### src/rtl/pipelined_rca.sv
// Pipelined ripple-carry adder/subtractor with valid/ready flow control.
// One WIDTH/STAGES-bit slice is rippled per register stage.
module pipelined_rca #(
  parameter int WIDTH  = 32,
  parameter int STAGES = 4
) (
  input  logic             clk,
  input  logic             rst,
  input  logic             in_valid,
  output logic             in_ready,
  input  logic [WIDTH-1:0] in0,
  input  logic [WIDTH-1:0] in1,
  input  logic             sub,
  input  logic             carry_in,
  output logic             out_valid,
  input  logic             out_ready,
  output logic [WIDTH-1:0] out,
  output logic             carry_out,
  output logic             overflow
);

  localparam int S = WIDTH / STAGES;

  logic adv;

  logic [STAGES-1:0] v_q;
  logic [STAGES-1:0] v_d;
  logic [STAGES-1:0] c_q;
  logic [STAGES-1:0] c_d;
  logic [WIDTH-1:0]  a_q [STAGES];
  logic [WIDTH-1:0]  a_d [STAGES];
  logic [WIDTH-1:0]  b_q [STAGES];
  logic [WIDTH-1:0]  b_d [STAGES];
  logic [WIDTH-1:0]  s_q [STAGES];
  logic [WIDTH-1:0]  s_d [STAGES];
  logic              ovf_q;
  logic              ovf_d;

  assign adv      = !v_q[STAGES-1] || out_ready;
  assign in_ready = adv;

  for (genvar k = 0; k < STAGES; k++) begin : g_stage
    logic [WIDTH-1:0] a_in;
    logic [WIDTH-1:0] b_in;
    logic [WIDTH-1:0] s_in;
    logic             c_in;
    logic             v_in;
    logic [S:0]       sl;
    logic [WIDTH-1:0] s_nx;

    if (k == 0) begin : g_head
      assign a_in = in0;
      assign b_in = sub ? ~in1 : in1;
      assign s_in = '0;
      assign c_in = sub | carry_in;
      assign v_in = in_valid & adv;
    end else begin : g_body
      assign a_in = a_q[k-1];
      assign b_in = b_q[k-1];
      assign s_in = s_q[k-1];
      assign c_in = c_q[k-1];
      assign v_in = v_q[k-1];
    end

    assign sl = {1'b0, a_in[k*S +: S]}
              + {1'b0, b_in[k*S +: S]}
              + {{S{1'b0}}, c_in};

    // merge this stage's slice into the de-skewed result word
    always_comb begin
      s_nx = s_in;
      s_nx[k*S +: S] = sl[S-1:0];
    end

    assign a_d[k] = a_in;
    assign b_d[k] = b_in;
    assign s_d[k] = s_nx;
    assign c_d[k] = sl[S];
    assign v_d[k] = v_in;

    if (k == STAGES - 1) begin : g_tail
      // a^b^sum at the MSB recovers the carry into the MSB
      assign ovf_d = a_in[WIDTH-1] ^ b_in[WIDTH-1]
                   ^ s_nx[WIDTH-1] ^ sl[S];
    end
  end

  // whole pipe shifts together on adv; reset clears every stage
  always_ff @(posedge clk) begin
    if (rst) begin
      v_q   <= '0;
      c_q   <= '0;
      ovf_q <= 1'b0;
      for (int i = 0; i < STAGES; i++) begin
        a_q[i] <= '0;
        b_q[i] <= '0;
        s_q[i] <= '0;
      end
    end else if (adv) begin
      v_q   <= v_d;
      c_q   <= c_d;
      ovf_q <= ovf_d;
      for (int i = 0; i < STAGES; i++) begin
        a_q[i] <= a_d[i];
        b_q[i] <= b_d[i];
        s_q[i] <= s_d[i];
      end
    end
  end

  assign out_valid = v_q[STAGES-1];
  assign out       = s_q[STAGES-1];
  assign carry_out = c_q[STAGES-1];
  assign overflow  = ovf_q;

endmodule

### config.mk
export PLATFORM = sky130hd
export DESIGN_NAME = pipelined_rca
export DESIGN_NICKNAME = d
export VERILOG_FILES = /design/src/rtl/pipelined_rca.sv
export SDC_FILE = /design/constraint.sdc
export NUM_CORES = 1
export LEC_CHECK = 0
export BUFFER_PORTS_ARGS = -buffer_cell sky130_fd_sc_hd__buf_2
export CAP_MARGIN = 10
export CORE_ASPECT_RATIO = 1.2
export CORE_MARGIN = 2
export CORE_UTILIZATION = 58
export CTS_CLUSTER_SIZE = 40
export DETAILED_ROUTE_END_ITERATION = 8
export GPL_TIMING_DRIVEN = 0
export PLACE_DENSITY = 0.85
export REMOVE_ABC_BUFFERS = 1
export SLEW_MARGIN = 20
export SYNTH_ARGS = -nofsm -noshare
export SYNTH_HDL_FRONTEND = slang
export SYNTH_SLANG_ARGS = --single-unit
### constraint.sdc
create_clock -name clk -period 6.4 [get_ports clk]
set_clock_uncertainty 0.05 [all_clocks]
set_input_delay 1.28 -clock clk [delete_from_list [all_inputs] [get_ports clk]]
set_output_delay 1.28 -clock clk [all_outputs]
set_load 0.05 [all_outputs]
==> summary.md <==
| Metric | Value |
|---|---|
| Tightest Pin Transition | `1.022 ns` |
| Synth Flop Type | `edfxtp_1` |
| Max Cap Viol | `0` |
| Clk root buf | `clkbuf_16` |
| Reg2reg end | `a_q[0][55]` |
| CP cell instances | `buf_2, nor2b_1, inv_1, buf_2` |
| Startpoint types | `input port` |
| Max Root-Sink Buffers | `2` |
| Worst reg-to-reg path cell count | `5` |
| Min Tclk post-route | `4.224 ns` |
| Min-Delay Path Class | `register to register` |
| Hpwl dp | `8.952 mm` |
| Slew HR | `31.87%` |
| Int Power | `0.002149 W` |
| Final WS setup | `2.176 ns` |
| Lkg Pwr | `4.237 nW` |
| CP arrival | `2.89 ns` |
| Synthesis-stage register bit count | `185` |
| Area Overhead vs Synth | `16.65%` |
| Antenna cells | `0` |
| Die span in x | `113.2 um` |
| Post-synthesis cell type count | `44` |
| First-pass GRT wire length | `22.11 mm` |
| Logic pwr share | `10.3%` |
| I/O pins | `106` |
| Placement Cell Area | `9079 um2` |
| WP buf/inv | `3` |
| Largest net degree at the start of global routing | `103` |
| Vias post-DR | `4,762` |
| Worst-path clk slew | `0.07 ns` |
| GR Overflow Total | `0` |
| Most common cell after layout, fill and taps aside | `edfxtp_1` |
| Clock Power Share | `37.9%` |
| Clk sink count | `185` |
| Psw | `0.0006266 W` |
| Critical path endpoint category | `output port` |
| Non-filler cells, final | `893` |
| Antenna Nets Post-Route | `0` |
| DR DRC count | `6` |
| Leading post-synthesis cells by cell area | `edfxtp_1 (64%), and2_1 (9.5%), ha_1 (4.2%)` |
| Die height | `135.0 um` |
| Synth async-reset ratio | `0%` |
| Hold_sp | `v_q[0]` |
| Top cell type's share of synthesized area | `63.72%` |
| Switching Fraction | `22.57%` |
| Final Hold Fails | `0` |
| Outcome | `finished, violations left` |
| Max-slew violations | `0` |
| Worst hold endpoint | `v_q[1]` |
| Htree depth | `4` |
| Register area share after synthesis | `65.89%` |
| R2r setup slk | `3.31 ns` |
| Yosys warns | `0` |
| Fraction of layout cells with a size suffix above 1 | `20.64%` |
| Vias in the first global route | `4,708` |
| Finish-stage setup viols | `0` |
| Core region area | `13,880 um2` |
| Cells after synthesis | `608` |
| Achievable frequency | `236.8 MHz` |
| CP Launch Point | `out_ready` |
| Pwr/cell area | `286.9 nW/um2` |
| Sequential cell fraction of total power | `51.9%` |
| Pre-antenna DRT Iters | `7` |
| Worst Setup Path Type | `input port to output port` |
| Via/cell ratio | `5.333` |
| RSZ-0062 raised after global routing | `no` |
| Crit-path max FO | `11` |
| Hold depth | `2` |
| Max VDD drop | `188.6 uV` |
| Design area | `9676 um2` |
| Starting density of the core | `59.76%` |
| Post-CTS Setup Bufs | `0` |
| Drt wl/cell | `15.36 um` |
| Antenna violations before repair | `0` |
| Worst-Skew Late Latency | `0.42 ns` |
| Syn_area_per_cell | `13.64 um2` |
| Crit-path slowest cell | `nor2b_1` |
| Post-synth EDFFs | `176` |
| Post-synth top area cell | `edfxtp_1` |
| Worst hold slack | `0.4100 ns` |
| GPL Wtd Cong | `0.8224` |
| GRT Overall Usage | `18.60%` |
| Crit path top cell by count | `buf_2` |
| Final core occ | `69.72%` |
| Row count | `47` |
| Fin nets | `816` |
| Die ar. | `15,280 um2` |
| Place WS | `2.094 ns` |
| Final worst-path cycle share | `66.00%` |
| Final WL | `13.72 mm` |
| Mapped Area | `8294 um2` |
| Worst path top cell family by delay | `buffers and inverters` |
| Reg2reg start | `v_q[3]` |
| Port Buffers | `105` |
| Placed insts | `862` |
| WP data required | `5.07 ns` |
| Post-CTS resize count | `0` |
| Initial drt markers | `311` |
| Cts bufs inserted | `17` |
| Hold-fix buffers at CTS | `0` |
| Failing checks | `DRC` |
| Most frequent cells in the layout | `edfxtp_1 (176), and2_1 (126), buf_2 (105)` |
| Crit path largest cell delay | `0.71 ns` |
| CTS tree | `yes` |
[routing by layer]
layer / vias to the layer above / GRT usage [%] / part of all wire, %
met3: 36 / 3.546 / 4.1
met5: - / 0 / 0
met1: 2248 / 22.92 / 42
met2: 141 / 32.04 / 51
li1: 2337 / - / -
met4: 0 / 8.333 / 3.0
[layout make-up]
type / count / area (um2)
multi-input combinational: 383 / 2680
clock inverter: 14 / 171.4
inverter: 13 / 56.30
clock buffer: 17 / 425.4
fill: 912 / 4203
sequential: 185 / 5465
timing repair buffer: 110 / 663.1
tap: 171 / 214.0
[worst register-to-register path, stage by stage (launching register included)]
cell	delay [ns]
dfxtp_1	0.32
nor2b_1	0.74
inv_1	0.47
nor2_1	0.49
inv_8	0.33
buf_16	0.35
[cell families after synthesis]
logic type                 after synthesis  synth area share (%)
DFF                                    185                 65.89
and+or+nand+nor                        240                 16.34
adders and majority gates               36                 6.155
buffers and inverters                   40                 1.916
muxes                                    2                0.2414
AOI/OAI and AO/OA                       63                 5.023
xor gates and xnor gates                42                 4.435
[flip-flops by register name, summed over array words and instances (netlist names)]
register  count
b_q          48
a_q          48
v_q           4
c_q           4
s_q          80
overflow      1
[through the flow]
step                      setup TNS [ns]  total power, W
final                                  0        0.002776
after global routing                   0        0.002866
after global placement           -144.31        0.001717
after CTS                              0        0.002787
after detailed placement               0        0.001746
after floorplan                        0        0.001650
[worst max-delay path by stage]
stage,cells past startpoint,slack (ns),to
2_1_floorplan,4,0.41,a_q[0][10]
3_3_place_gp,5,-0.64,b_q[0][30]
3_5_place_dp,10,2.09,c_q[0]
4_1_cts,4,2.17,in_ready
5_1_grt,4,2.08,in_ready
6_report,4,2.18,in_ready
[cells in the mapped netlist, types with 9 or more instances]
| library cell | number |
|---|---|
| xor2_1 | 10 |
| ha_1 | 28 |
| clkbuf_1 | 17 |
| a21o_1 | 9 |
| inv_1 | 13 |
| edfxtp_1 | 176 |
| dfxtp_1 | 9 |
| xnor2_1 | 32 |
| and2_1 | 126 |
| nor2_1 | 55 |
| a21oi_1 | 15 |
| nand2_1 | 11 |
| o21ai_0 | 14 |
[power by group through the flow]
stage          Combinational (W)  Clock (W)  Sequential, W
2_1_floorplan           0.000150          0        0.00150
3_3_place_gp            0.000255          0        0.00146
3_5_place_dp            0.000280          0        0.00147
4_1_cts                 0.000285    0.00106        0.00144
5_1_grt                 0.000312    0.00111        0.00145
6_report                0.000285    0.00105        0.00144
(Power assumes the default switching activity.)
